### config.mk
export PLATFORM = sky130hd
export DESIGN_NAME = upc_checkout_station
export DESIGN_NICKNAME = d
export VERILOG_FILES = /design/src/rtl/upc_checkout_station.sv
export SDC_FILE = /design/constraint.sdc
export NUM_CORES = 1
export LEC_CHECK = 0
export BUFFER_PORTS_ARGS = -buffer_cell sky130_fd_sc_hd__clkbuf_2
export CORE_MARGIN = 2
export CORE_UTILIZATION = 51
export DETAILED_ROUTE_END_ITERATION = 10
export GPL_TIMING_DRIVEN = 1
export MAX_ROUTING_LAYER = met4
export PLACE_DENSITY = 0.77
export SETUP_SLACK_MARGIN = 0.15
export SYNTH_ARGS = -nofsm -noshare
export SYNTH_HDL_FRONTEND = slang
export SYNTH_SLANG_ARGS = --single-unit
### constraint.sdc
create_clock -name clk -period 2.2 [get_ports clk]
set_clock_uncertainty 0.05 [all_clocks]
set_input_delay 0.33 -clock clk [delete_from_list [all_inputs] [get_ports clk]]
set_output_delay 0.33 -clock clk [all_outputs]
set_load 0.01 [all_outputs]
### src/rtl/upc_checkout_station.sv
// ----------------------------------------------------------------------------
// upc_checkout_station
//
// Registered checkout station for one scanner lane. Each rising edge of the
// scan level accepts one item. For that item the block registers:
//   discount : the UPC is on the discount list
//   stolen   : the UPC is expensive and carries no security mark
// It also keeps saturating counts of items, discounted items and stolen items.
// A stolen item latches an alarm. The alarm stays up for at least ALARM_HOLD
// cycles, and only the operator clear can end it. Scans are ignored while the
// alarm is up.
//
// Ports:
//   clk            system clock
//   reset          synchronous, active-high reset
//   upc            UPC code of the item being scanned
//   mark           security mark present (1 = marked/paid)
//   scan           scan level, already synchronised; a 0->1 step scans an item
//   clear_alarm    operator alarm clear, level-sensitive
//   discount       discount verdict of the last accepted item
//   stolen         stolen verdict of the last accepted item
//   alarm          latched alarm
//   busy           high while the alarm is active (scans ignored)
//   last_upc       UPC code of the last accepted item
//   item_count     accepted items, saturating
//   discount_count accepted discounted items, saturating
//   stolen_count   accepted stolen items, saturating
// ----------------------------------------------------------------------------
module upc_checkout_station #(
  parameter int                   UPC_W          = 3,
  parameter int                   CNT_W          = 8,
  parameter int                   ALARM_HOLD     = 4,
  parameter logic [2**UPC_W-1:0]  DISCOUNT_MASK  = 8'hA6,
  parameter logic [2**UPC_W-1:0]  EXPENSIVE_MASK = 8'h53
) (
  input  logic             clk,
  input  logic             reset,
  input  logic [UPC_W-1:0] upc,
  input  logic             mark,
  input  logic             scan,
  input  logic             clear_alarm,
  output logic             discount,
  output logic             stolen,
  output logic             alarm,
  output logic             busy,
  output logic [UPC_W-1:0] last_upc,
  output logic [CNT_W-1:0] item_count,
  output logic [CNT_W-1:0] discount_count,
  output logic [CNT_W-1:0] stolen_count
);

  // The hold counter only has to reach ALARM_HOLD-1.
  localparam int                HOLD_W    = (ALARM_HOLD > 1) ? $clog2(ALARM_HOLD) : 1;
  localparam logic [HOLD_W-1:0] HOLD_INIT = HOLD_W'(ALARM_HOLD - 1);

  typedef enum logic {
    S_IDLE  = 1'b0,
    S_ALARM = 1'b1
  } state_t;

  state_t            state;
  logic [HOLD_W-1:0] hold;
  logic              scan_q;
  logic              scan_edge;
  logic              d_now;
  logic              s_now;

  // Verdicts for the item currently in front of the scanner.
  assign d_now     = DISCOUNT_MASK[upc];
  assign s_now     = EXPENSIVE_MASK[upc] & ~mark;
  assign scan_edge = scan & ~scan_q;
  assign busy      = (state == S_ALARM);

  // The counters stop at their maximum. They never wrap.
  function automatic logic [CNT_W-1:0] sat_inc(input logic [CNT_W-1:0] value,
                                                input logic             inc);
    return (inc && (value != {CNT_W{1'b1}})) ? value + CNT_W'(1) : value;
  endfunction

  // NOTE: all state in this block uses non-blocking assignments. Every
  // register then samples the values from before the edge. That is what lets
  // scan_q and the FSM see the same scan_edge in the same cycle.
  always_ff @(posedge clk) begin
    if (reset) begin
      // NOTE: scan_q takes the live scan level during reset and is not
      // cleared. If scan is held high through reset, the first cycle after
      // reset then sees no edge.
      scan_q         <= scan;
      state          <= S_IDLE;
      hold           <= '0;
      alarm          <= 1'b0;
      discount       <= 1'b0;
      stolen         <= 1'b0;
      last_upc       <= '0;
      item_count     <= '0;
      discount_count <= '0;
      stolen_count   <= '0;
    end else begin
      scan_q <= scan;
      case (state)
        S_IDLE: begin
          if (scan_edge) begin
            discount       <= d_now;
            stolen         <= s_now;
            last_upc       <= upc;
            item_count     <= sat_inc(item_count, 1'b1);
            discount_count <= sat_inc(discount_count, d_now);
            stolen_count   <= sat_inc(stolen_count, s_now);
            if (s_now) begin
              state <= S_ALARM;
              alarm <= 1'b1;
              hold  <= HOLD_INIT;
            end
          end
        end
        S_ALARM: begin
          // Scan edges are dropped here. That includes an edge in the same
          // cycle as an honoured clear, so the next item needs a fresh edge.
          if (clear_alarm && (hold == '0)) begin
            state <= S_IDLE;
            alarm <= 1'b0;
          end else if (hold != '0) begin
            hold <= hold - HOLD_W'(1);
          end
        end
        default: begin
          state <= S_IDLE;
          alarm <= 1'b0;
          hold  <= '0;
        end
      endcase
    end
  end

endmodule

Word level (Yosys, flattened, before mapping)
Memory sizes are Yosys's and may differ from the RTL's.
Cells that the tools add are included.
{"block": "totals", "reg_bits": 34, "memories": 2, "inputBits": 8, "word_cells": 56, "mem_bits_ro": 16}
{"memory": "(name not given)", "words": 8, "word_bits": 1, "rd": 1, "rd_clocked_by_memory_dff": 0, "wr": 0, "line": "70", "rtl": "assign s_now = EXPENSIVE_MASK[upc] & ~mark;"}
{"memory": "(name not given)", "words": 8, "word_bits": 1, "rd": 1, "rd_clocked_by_memory_dff": 0, "wr": 0, "line": "69", "rtl": "assign d_now = DISCOUNT_MASK[upc];"}
{"block": "classes", "bitwise_logic": 5, "n_eq_ne": 8, "magnitude_cmp": 1, "n_reduce_logical": 11, "add_sub_neg": 4, "mux": 15}
{"op": "$add 8x1->8 const B", "n": 3}
{"op": "$ne 8x8->1 const B", "n": 3}
{"op": "$reduce_and 3->1", "n": 4}
{"op": "$mux 1", "n": 8}
{"op": "$mux 2", "n": 4}
{"op": "$ne 2x2->1 const B", "n": 3}
{"op": "$lt 3x4->1 const B", "n": 1}
{"op": "$ne 2x1->1 const B", "n": 2}
{"op": "$pmux 1 s2", "n": 2}
{"op": "$pmux 2 s2", "n": 1}
{"op": "$reduce_and 4->1", "n": 1}
{"op": "$logic_and 1x1->1", "n": 3}
{"op": "$not 1->1", "n": 3}
{"op": "$and 1x1->1", "n": 2}
{"op": "$logic_not 2->1", "n": 1}
{"op": "$reduce_and 2->1", "n": 1}
{"op": "$reduce_bool 2->1", "n": 1}
{"op": "$sub 2x1->2 const B", "n": 1}

Depth between registers and ports, before layout
{"block": "depth", "depth_word": 6, "mapped_depth": 7, "depth_no_buf": 6}

Worst setup path after synthesis
No wires, ideal clock.
{"block": "synth_timing", "path_kind": "register to register", "startpoint": "register state (netlist: busy)", "endpoint": "register stolen_count[7]", "arrival_ns": 1.816, "required_time_ns": 2.019, "slack_ns": 0.203, "stages_incl_launch_ff": 7, "path_cell_list": "dfxtp_1 -> or3b_1 -> buf_2 -> a2111o_1 -> nor4_1 -> nand3b_1 -> nor3b_1"}
{"block": "synth_between", "elab_chain_len": 2}
{"item": "start: declaration", "line": "61", "rtl": "state_t state;"}
{"item": "start signal: assignment", "line": "89", "rtl": "state <= S_IDLE;"}
{"item": "start signal: assignment", "line": "110", "rtl": "state <= S_ALARM;"}
{"item": "start signal: assignment", "line": "120", "rtl": "state <= S_IDLE;"}
{"item": "$not 1->1 (no line)"}
{"item": "$reduce_and 3->1 (no line)"}
{"item": "end signal: assignment", "line": "108", "rtl": "stolen_count <= sat_inc(stolen_count, s_now);"}
{"item": "end: declaration", "line": "49", "rtl": "output logic [CNT_W-1:0] stolen_count"}
Every way passes these cells.
A chain may end at the register's enable or synchronous reset.

Worst setup path in the final report
{"block": "layout_timing", "startpoint": "register state (netlist: busy)", "endpoint": "register stolen_count[3]"}
The elaborated chain is that of the path after synthesis.

==> metrics <==
Placed Area 1750 µm²; startpoint types flop; gr usage total 20.7%; critical path cell sequence or3b_1 -> a2111o_1 -> buf_4 -> nor3_1 -> xnor2_1 -> nor2_1; first-pass GRT wire length 5.24 mm; R2R depth 6; Hold Crit Depth 1; RSZ-0062 raised after global routing true; IO Pins 39; Die X-Extent 58.6 µm; ant diodes 0; routed len/inst 13.3 µm; clk_lat worst skew 0.33 ns; Post-DRT Antenna Nets 0; GP Congestion 0.893; Num CTS Buffers 5; via count 1454; ys flop type dfxtp_1; count leader, synth dfxtp_1; Final Critical Period 1.97 ns; largest net degree at the start of global routing 35; Syn Std Cell Area 1520 µm²; Max Cap Violations 0; # setup viols final 0; Syn Inst Count 178; initial antenna violation count 0; syn avg cell area 8.54 µm²; maximum net fanout on the critical path 6; worst-margin pin slew 0.670 ns; Clock Path Buffers 2; DR vias/cell 5.77; Slew headroom 55.3%; Syn Nets 190; Hold Violations, Final 0; Final #Nets 233; top cell type's share of synthesized area 44.8%; # rows 19; Root Driver clkbuf_4; most instantiated cells after synthesis dfxtp_1, nor2_1, nand2_1; Sink Count 34; layout cells sized above 1 23.5%; R2R setup slack 0.23 ns; r2r startpoint busy$_SDFF_PP0_; # DRC 1; Synth-to-Final Area Change 20.8%; H-Tree Level Count 2; Initial DRT Pass Iterations 7; vias in the first global route 1221; Slew Viols, Final 0; Total Wirelength 3.36 mm; Synth cell types 31; CTS tree yes; Final period util 89.7%; Post-synth EDFFs 0; ys async rst share 0%; Arr. time, crit path 2.12 ns; DIE HEIGHT 58.6 µm; DPL Wire Length 2.38 mm; Seq/Total Area, Yosys 44.8%; run status finished, violations left; cts hold-fix bufs 0; CP required 2.34 ns; Ys Warns 0; cell family with the largest share of critical-path delay simple AND/OR/NAND/NOR gates; PwrDens 651 nW/µm²; Critical Path End Type flop; WHS Endpoint scan_q$_DFF_P_; initial detailed-routing violation count 49; Die ar. 3430 µm²; fmax 507 MHz; Leak 0.748 nW; overall power 1.20 mW; worst stage delay on the critical path 0.42 ns; Crit-path slowest cell a2111o_1; CP bufs+invs 1; top cells by area, synth dfxtp_1, nor2_1, xnor2_1, nand2_1, nand3_1; Setup TNS Final 0 ns; starting density of the core 54.2%; WS Path Type flop to flop; final instance area 1840 µm²; core area 2810 µm²; VDD IR max 0.547 mV; worst hold-check path type primary input to flop; Worst R2R End stolen_count[3]$_SDFFE_PP0P_; port buffer count 38; post-synth top area cell dfxtp_1; Clock transition at path regs 0.10 ns; failing checks design-rule violations; worst hold start scan; Yosys reg bits 34; total grt overflow 0
report_power, final:
part	internal, mW	leakage [nW]	switching [mW]
sequential	0.629	0.275	0.0124
clock	0.265	0.0443	0.201
combinational	0.0360	0.428	0.0525
sequential cells by signal (all words and copies together), names as in the netlist:
name            cells
discount_count      8
alarm               1
busy                1
hold                2
scan_q              1
item_count          8
stolen_count        8
stolen              1
last_upc            3
discount            1
final cells by class:
type                       count  area (µm²)
timing repair buffer          44         235
sequential                    34         681
tap                           31        38.8
clock buffer                   6        51.3
inverter                       4        15.0
multi-input combinational    132         786
fill                         241         968
clock inverter                 1        30.0
logic make-up after synthesis:
logic type | synth area share [%]
muxes | 2.06
buffers and inverters | 3.54
AOI/OAI and AO/OA | 9.22
DFF | 44.8
and+or+nand+nor | 29.6
adders and majority gates | 3.29
xor gates and xnor gates | 7.49
through the flow:
step / hold slack (ns) / std cells / setup slack, ns / utilization, %
6_report: 0.0615 / 252 / 0.226 / 65.5
3_3_place_gp: 0.394 / 244 / 0.150 / 62.3
3_5_place_dp: 0.397 / 244 / 0.0653 / 62.3
2_1_floorplan: 0.308 / 178 / 0.203 / -
4_1_cts: 0.0432 / 252 / 0.197 / 65.5
5_1_grt: 0.0425 / 252 / 0.128 / 65.5
worst max path at each step:
stage | startpoint | end | cells past startpoint
2_1_floorplan | busy$_SDFF_PP0_ | stolen_count[7]$_SDFFE_PP0P_ | 6
3_3_place_gp | scan | stolen_count[3]$_SDFFE_PP0P_ | 7
3_5_place_dp | scan | stolen_count[7]$_SDFFE_PP0P_ | 6
4_1_cts | busy$_SDFF_PP0_ | stolen_count[3]$_SDFFE_PP0P_ | 6
5_1_grt | busy$_SDFF_PP0_ | stolen_count[3]$_SDFFE_PP0P_ | 6
6_report | busy$_SDFF_PP0_ | stolen_count[3]$_SDFFE_PP0P_ | 6
layout by cell type, fill, tap and decap left out, types with 2 or more instances in the layout:
cell and count:
and4_1 5, nand4_1 4, mux2i_1 2, nor3b_1 3
xor2_1 3, a211oi_1 4, nor4_1 7, buf_4 6
a31oi_1 3, inv_1 4, o21ai_0 2, xnor2_1 10
a21oi_1 9, nor3_1 9, nor2_1 24, nor2b_1 3
clkbuf_2 38, and3_1 3, nand2_1 19, ha_1 4
dfxtp_1 34, clkbuf_4 5, nand3_1 11
per-layer routing:
metal  part of all wire, %  track usage, %
met4                   2.9            10.7
met1                    44            24.3
met2                    49            32.4
met5                     0               -
met3                   4.8            5.93
repair_timing:
| item | in CTS | in global routing |
|---|---|---|
| endpoints found under the setup margin | 1 | 5 |
| pin swaps | 1 | 1 |
| gates resized for setup | 0 | 0 |
| setup buffers | 1 | 0 |
No activity file was read; power rests on OpenSTA's default activity.
